## src/rtl/strobe_cmd_pkg.sv

```systemverilog
// Shared constants for the strobe command queue and the register block that reads it back.
package strobe_cmd_pkg;

  localparam int unsigned DefDataWidth = 1;
  localparam int unsigned DefDepth     = 4;

  // Occupancy must represent 0..depth inclusive, hence one extra bit over the pointer.
  function automatic int unsigned cnt_width(input int unsigned depth);
    return $clog2(depth) + 1;
  endfunction

endpackage

```

## src/rtl/strobe_cmd_queue.sv

```systemverilog
// Queues single-cycle register write strobes as commands and presents them first-word-fall-through
// over valid/ready, with occupancy readback and a sticky drop flag.
module strobe_cmd_queue
  import strobe_cmd_pkg::*;
#(
  parameter int unsigned DATA_WIDTH = DefDataWidth,
  parameter int unsigned DEPTH      = DefDepth,
  localparam int unsigned PtrW      = $clog2(DEPTH),
  localparam int unsigned CntW      = cnt_width(DEPTH)
) (
  input  logic                  clk_i,
  input  logic                  rst_n_i,
  input  logic                  wr_i,
  input  logic [DATA_WIDTH-1:0] dat_i,
  output logic                  cmd_valid_o,
  output logic [DATA_WIDTH-1:0] cmd_data_o,
  input  logic                  cmd_ready_i,
  output logic [CntW-1:0]       count_o,
  output logic                  full_o,
  output logic                  overflow_o,
  input  logic                  ovf_clr_i
);

  if (DEPTH < 2 || (DEPTH & (DEPTH - 1)) != 0) begin : g_depth_check
    $error("DEPTH must be a power of two and at least 2");
  end

  logic [PtrW-1:0]       wr_ptr_q, wr_ptr_d;
  logic [PtrW-1:0]       rd_ptr_q, rd_ptr_d;
  logic [CntW-1:0]       count_q, count_d;
  logic                  ovf_q, ovf_d;
  logic [DATA_WIDTH-1:0] mem_q [DEPTH];

  logic empty, full, push, pop, drop;

  always_comb begin
    empty = (count_q == '0);
    full  = (count_q == CntW'(DEPTH));
    // A pop frees the slot a same-cycle push needs, so a full queue still accepts.
    pop   = !empty && cmd_ready_i;
    push  = wr_i && (!full || pop);
    drop  = wr_i && full && !pop;

    wr_ptr_d = wr_ptr_q;
    rd_ptr_d = rd_ptr_q;
    count_d  = count_q;
    ovf_d    = ovf_q;

    if (push) wr_ptr_d = wr_ptr_q + 1'b1;
    if (pop)  rd_ptr_d = rd_ptr_q + 1'b1;

    case ({push, pop})
      2'b10:   count_d = count_q + 1'b1;
      2'b01:   count_d = count_q - 1'b1;
      default: count_d = count_q;
    endcase

    // Drop takes priority so software cannot lose a same-cycle overflow by clearing.
    if (drop) begin
      ovf_d = 1'b1;
    end else if (ovf_clr_i) begin
      ovf_d = 1'b0;
    end
  end

  always_ff @(posedge clk_i or negedge rst_n_i) begin
    if (!rst_n_i) begin
      wr_ptr_q <= '0;
      rd_ptr_q <= '0;
      count_q  <= '0;
      ovf_q    <= 1'b0;
    end else begin
      wr_ptr_q <= wr_ptr_d;
      rd_ptr_q <= rd_ptr_d;
      count_q  <= count_d;
      ovf_q    <= ovf_d;
    end
  end

  always_ff @(posedge clk_i) begin
    if (push) begin
      mem_q[wr_ptr_q] <= dat_i;
    end
  end

  assign cmd_valid_o = !empty;
  assign cmd_data_o  = empty ? '0 : mem_q[rd_ptr_q];
  assign count_o     = count_q;
  assign full_o      = full;
  assign overflow_o  = ovf_q;

endmodule

```

## config.mk

```make
export PLATFORM = sky130hd
export DESIGN_NAME = strobe_cmd_queue
export DESIGN_NICKNAME = d
export VERILOG_FILES = /design/src/rtl/strobe_cmd_pkg.sv /design/src/rtl/strobe_cmd_queue.sv
export SDC_FILE = /design/constraint.sdc
export NUM_CORES = 1
export LEC_CHECK = 0
export CELL_PAD_IN_SITES_DETAIL_PLACEMENT = 1
export CELL_PAD_IN_SITES_GLOBAL_PLACEMENT = 1
export CORE_MARGIN = 10
export CORE_UTILIZATION = 35
export DETAILED_ROUTE_END_ITERATION = 16
export HOLD_SLACK_MARGIN = 0.08
export PLACE_DENSITY = 0.73
export SLEW_MARGIN = 0
export SYNTH_ARGS = -nofsm -noshare
export SYNTH_HDL_FRONTEND = slang
export SYNTH_SLANG_ARGS = --single-unit
```

## constraint.sdc

```tcl
create_clock -name clk_i -period 1.9 [get_ports clk_i]
set_clock_uncertainty 0.1 [all_clocks]
set_input_delay 0.38 -clock clk_i [delete_from_list [all_inputs] [get_ports clk_i]]
set_output_delay 0.38 -clock clk_i [all_outputs]
set_load 0.03 [all_outputs]
```

# Yosys cells after proc, flatten, opt, wreduce, memory -nomap -nowiden
# Memories as Yosys holds them, arrays and structs flattened.
# Cells that the tools add are included.
# totals
memories	1
reg_bits	8
inputBits	6
ram_bits	4
# op_classes
add_sub_neg	4
n_mux	6
n_reduce_logical	11
n_eq_ne	3
# memory_table
memory	words	word_bits	rd	rd_clocked_by_memory_dff	write_ports	line	source
mem_q	4	1	1	0	1	strobe_cmd_queue.sv:32	logic [DATA_WIDTH-1:0] mem_q [DEPTH];
# op_table
op	n
3-bit one-hot mux with 2 select lines	1
1-bit 2-to-1 mux	5
2-bit by 1-bit adder with 2-bit output, second input constant	2
1-bit logical AND	4
2-bit nonzero test	2
3-bit by 1-bit adder with 3-bit output, second input constant	1
3-bit == test, second input constant	1
1-bit logical NOT	3
3-bit logical NOT	1
3-bit by 1-bit subtractor with 3-bit output, second input constant	1
2-bit by 1-bit == test with 1-bit output, second input constant	1
2-bit == test, second input constant	1
1-bit logical OR	1

# Depth between registers and ports, before layout
# depth
depth_word	7
mapped_depth	9
mapped_depth_nobuf	9

# Worst setup path after synthesis
# OpenSTA, ideal clock, no wires.
# synth_timing
path_type	register to register
start	reg count_q[0] (netlist: count_o[0])
end	reg count_q[2] (netlist: count_o[2])
t_required_ns	1.719
arrival_ns	2.009
setup_ns	0.081
period_less_slack_ns	2.190
slack_ns	-0.290
stages_incl_launch_ff	10
cell_sequence	dfrtp_1 -> nor4b_4 -> nor2b_4 -> inv_1 -> ha_1 -> inv_1 -> fa_1 -> xor2_1 -> nor2_1 -> xor2_1
# synth_between
elab_chain_cells	7
elab_cells_between_ends	13
classes_between	add/sub: 2; eq/ne: 3; mux: 1; reduce/logical: 7
# synth_rtl
item	line	source
from (decl)	strobe_cmd_queue.sv:30	logic [CntW-1:0] count_q, count_d;
from (signal assigned)	strobe_cmd_queue.sv:75	count_q <= count_d;
3-bit logical NOT	strobe_cmd_queue.sv:37	empty = (count_q == '0);
1-bit logical NOT	strobe_cmd_queue.sv:40	pop = !empty && cmd_ready_i;
1-bit logical AND	strobe_cmd_queue.sv:40	
1-bit logical OR	strobe_cmd_queue.sv:41	push = wr_i && (!full || pop);
1-bit logical AND	strobe_cmd_queue.sv:41	
2-bit by 1-bit == test with 1-bit output / 2-bit == test (equally long branches)	strobe_cmd_queue.sv:52	case ({push, pop})
3-bit one-hot mux with 2 select lines / 2-bit nonzero test (equally long branches)	--	
# Several ways; a longest one is shown, not always the timed one.
# A chain may end at the register's enable or synchronous reset.

# Worst setup path in the final report
# layout_timing
start	reg count_q[1] (netlist: count_o[1])
end	reg count_q[2] (netlist: count_o[2])
# Same word-level chain as after synthesis.

==> results.sh <==
export IMPL_outcome="finished with violations"
export IMPL_failed_checks="setup timing"
export IMPL_finalHoldViolCount=0
export IMPL_drtIter0Drc=3
export IMPL_pwr_density_cell_nw_per_um2=1596
export IMPL_drv_cap=0
export IMPL_grt_util_met3_pct=2.330
export IMPL_place_detailed_hpwl_um=1041
export IMPL_timing_final_crit_period_ns=2.117
export IMPL_detail_routed_via_count_per_cell=4.212
export IMPL_path_delay_family="simple AND/OR/NAND/NOR gates"
export IMPL_yosys_area_share_simple_pct=15.20
export IMPL_tightest_slew_ns=0.3898
export IMPL_cts_buffers=3
export IMPL_antenna_cells_inserted=0
export IMPL_globalplace_congestion=0.6901
export IMPL_worst_hold_path_type="in2async"
export IMPL_globalRouteOverflowTotal=0
export IMPL_die_height_um=62.83
export IMPL_synth_lib_cells_used_distinct=20
export IMPL_cp_buffers_inverters=3
export IMPL_top_level_ports=13
export IMPL_grt_max_degree=9
export IMPL_multi_input_comb_area_sq_um=310.3
export IMPL_cts_max_path_buffers=2
export IMPL_worst_setup_hold_path_clk_slew_ns=0.08
export IMPL_routed_via_count=438
export IMPL_portBuffers=12
export IMPL_cts_max_level=1
export IMPL_critPathMaxStageDelay_ns=0.43
export IMPL_yosys_register_bits=12
export IMPL_synth_seq_area_share_pct=49.90
export IMPL_routed_wl_um=1381
export IMPL_drive_above_1_share_pct=48.10
export IMPL_crit_arrival_ns=2.20
export IMPL_effective_utilization_at_floorplan_pct=37.17
export IMPL_area_delta_synth_final_pct=47.37
export IMPL_depth_of_the_worst_register_to_register_path=10
export IMPL_synth_compound_area_share_pct=2.339
export IMPL_finalNonFillerCells=104
export IMPL_fp_dieArea_sq_um=3947
export IMPL_globalRouteMet2Util_pct=13.21
export IMPL_routedWlPerCell_um=13.28
export IMPL_cp_slowest_cell="sky130_fd_sc_hd__dfrtp_2"
export IMPL_grt_busiest_layer="met2"
export IMPL_grt_pass1_wl_um=2325
export IMPL_globalRouteTotalUtil_pct=7.278
export IMPL_end_kind="flop"
export IMPL_dpl_instance_area_sq_um=867.1
export IMPL_later_pin_clock_latency_in_the_skew_report_ns=0.26
export IMPL_avgSynthCellArea_sq_um=13.37
export IMPL_timing_critical_path_required_ns=1.98
export IMPL_critPathKind="reg2reg"
export IMPL_final_slew_violations=0
export IMPL_number_of_remaining_drc_errors=0
export IMPL_fillers=200
export IMPL_placed_cells_incl_taps=94
export IMPL_post_synthesis_net_count=60
export IMPL_timing_final_ws_setup_ns=-0.2166
export IMPL_syn_cell_area_sq_um=641.9
export IMPL_cts_hold_repair_buffers=0
export IMPL_antenna_violating_nets_post_route=0
export IMPL_tritoncts="built"
export IMPL_drt_first_pass_iters=3
export IMPL_post_synth_xor_area_fraction_pct=8.187
export IMPL_placeableCoreArea_sq_um=1727
export IMPL_ir_drop_uv=737.2
export IMPL_timing_critical_path_cells="buf_6 > nor4b_4 > nor2b_4 > inv_2 > ha_4 > inv_2 > fa_2 > xor2_1 > nor2_1 > xor2_1"
export IMPL_yosys_area_share_adder_pct=12.87
export IMPL_grt_antenna_before_repair=0
export IMPL_die_w_um=62.83
export IMPL_finalHoldWorstSlack_ns=0.3000
export IMPL_critical_path_max_fanout=3
export IMPL_area_sequential_sq_um=324.1
export IMPL_std_cell_rows=15
export IMPL_slew_limit_headroom_pct=73.93
export IMPL_root_buffer_cell="sky130_fd_sc_hd__clkbuf_4"
export IMPL_final_period_utilization_pct=111.4
export IMPL_power_mw=1.509
export IMPL_grt_setup_unrepaired="yes"
export IMPL_dominant_combinational_cell_family_by_area_after_synthesis="simple AND/OR/NAND/NOR gates"
export IMPL_syn_instance_count=48
export IMPL_p_leak_nw=0.4500
export IMPL_globalRouteMet1Util_pct=7.347
export IMPL_ys_warnings_count=0
export IMPL_cts_num_sinks=12
export IMPL_num_nets_final=92
export IMPL_report_final_setup_viol=3
export IMPL_worst_setup_path_start_kind="flop"
export IMPL_cp_depth=10
export IMPL_post_route_cell_area_sq_um=945.9
export IMPL_via_count_of_the_first_global_routing_pass=529
export IMPL_setup_total_negative_slack_ns=-0.3576
export IMPL_synthMuxAreaShare_pct=7.407
export IMPL_achievable_frequency_ghz=0.4725
==> cells in the mapped netlist <==
cell / instances / area share, %
sky130_fd_sc_hd__and2_1: 2 / 1.9
sky130_fd_sc_hd__and2_2: 3 / 3.5
sky130_fd_sc_hd__and3_1: 1 / 0.98
sky130_fd_sc_hd__dfrtp_1: 8 / 31
sky130_fd_sc_hd__edfxtp_1: 4 / 19
sky130_fd_sc_hd__fa_1: 1 / 3.1
sky130_fd_sc_hd__ha_1: 5 / 9.7
sky130_fd_sc_hd__inv_1: 7 / 4.1
sky130_fd_sc_hd__mux2_4: 1 / 2.3
sky130_fd_sc_hd__mux2i_1: 1 / 1.6
sky130_fd_sc_hd__mux4_2: 1 / 3.5
sky130_fd_sc_hd__nand2_1: 2 / 1.2
sky130_fd_sc_hd__nor2_1: 1 / 0.58
sky130_fd_sc_hd__nor2b_4: 1 / 2.1
sky130_fd_sc_hd__nor4b_4: 1 / 3.7
sky130_fd_sc_hd__o21ai_0: 1 / 0.78
sky130_fd_sc_hd__o31a_2: 1 / 1.6
sky130_fd_sc_hd__or3_2: 1 / 1.2
sky130_fd_sc_hd__xnor2_1: 3 / 4.1
sky130_fd_sc_hd__xor2_1: 3 / 4.1
==> cell usage in the layout (no fill, tap or decap), types with 4 or more instances in the layout <==
| master | netlist | final |
|---|---|---|
| sky130_fd_sc_hd__edfxtp_1 | 4 | 4 |
| sky130_fd_sc_hd__buf_4 | 0 | 17 |
| sky130_fd_sc_hd__dfrtp_1 | 8 | 5 |
| sky130_fd_sc_hd__ha_1 | 5 | 4 |
| sky130_fd_sc_hd__inv_1 | 7 | 5 |
| sky130_fd_sc_hd__clkdlybuf4s50_1 | 0 | 5 |
==> cell type report <==
type / count / area share (%)
flip-flops and latches: 12 / 34.26
multi-input cells: 29 / 32.80
repair buffers: 27 / 24.07
well taps: 25 / 3.307
clock buffers: 4 / 2.778
inverters: 7 / 2.778
==> state kept, by name (all words and copies together) (netlist names) <==
signal,cells
wr_ptr_q,2
count_o,3
rd_ptr_q,2
overflow_o,1
mem_q,4
==> worst paths after layout <==
kind	startpoint	end	slack [ns]
hold / removal	rst_n_i	rd_ptr_q[1]$_DFFE_PN0P_	0.30
min in group clk_i	rd_ptr_q[1]$_DFFE_PN0P_	rd_ptr_q[1]$_DFFE_PN0P_	0.39
setup / recovery	count_o[1]$_DFFE_PN0P_	count_o[2]$_DFFE_PN0P_	-0.22
setup reg to reg	count_o[1]$_DFFE_PN0P_	count_o[2]$_DFFE_PN0P_	-0.22
hold reg to reg	rd_ptr_q[1]$_DFFE_PN0P_	rd_ptr_q[1]$_DFFE_PN0P_	0.39
max in group asynchronous	rst_n_i	count_o[0]$_DFFE_PN0P_	1.10
==> cell families (layout without fill, tap and decap cells) <==
logic type | Yosys count | after routing
mux | 3 | 3
flops | 12 | 12
buf+inv | 7 | 38
fa+ha+maj | 6 | 6
compound gates | 2 | 2
simple gates | 12 | 12
xor+xnor | 6 | 6
==> report_power, final <==
group / switching, mW / internal [mW] / leakage (nW)
logic: 0.429 / 0.459 / 0.306
registers: 0.0795 / 0.379 / 0.129
clock network: 0.0812 / 0.0810 / 0.0150
total: 0.590 / 0.919 / 0.450
==> per-layer routing <==
| layer | wire length, um | vias to the layer above | part of all wire, % |
|---|---|---|---|
| met1 | 560 | 213 | 41 |
| met4 | 10 | 0 | 0.72 |
| met2 | 768 | 5 | 56 |
| met3 | 41 | 2 | 3.0 |
| met5 | 0 | - | 0 |
| li1 | - | 218 | - |
==> per-stage QoR <==
step                setup WS [ns]  util, %
finish                    -0.2166    54.78
global route              -0.3545    54.78
CTS                       -0.2533    53.33
detailed placement        -0.6189    50.22
global placement          -0.6097    50.22
floorplan                 -0.1898        -
==> what timing repair did <==
action | in CTS | in global routing
buffers inserted | 4 | 2
setup endpoints to repair | 7 | 4
resized for setup | 11 | 9
pin swaps | 3 | 3
endpoints found under the hold margin | 0 | 0
Power figures use the tool's default switching activity.
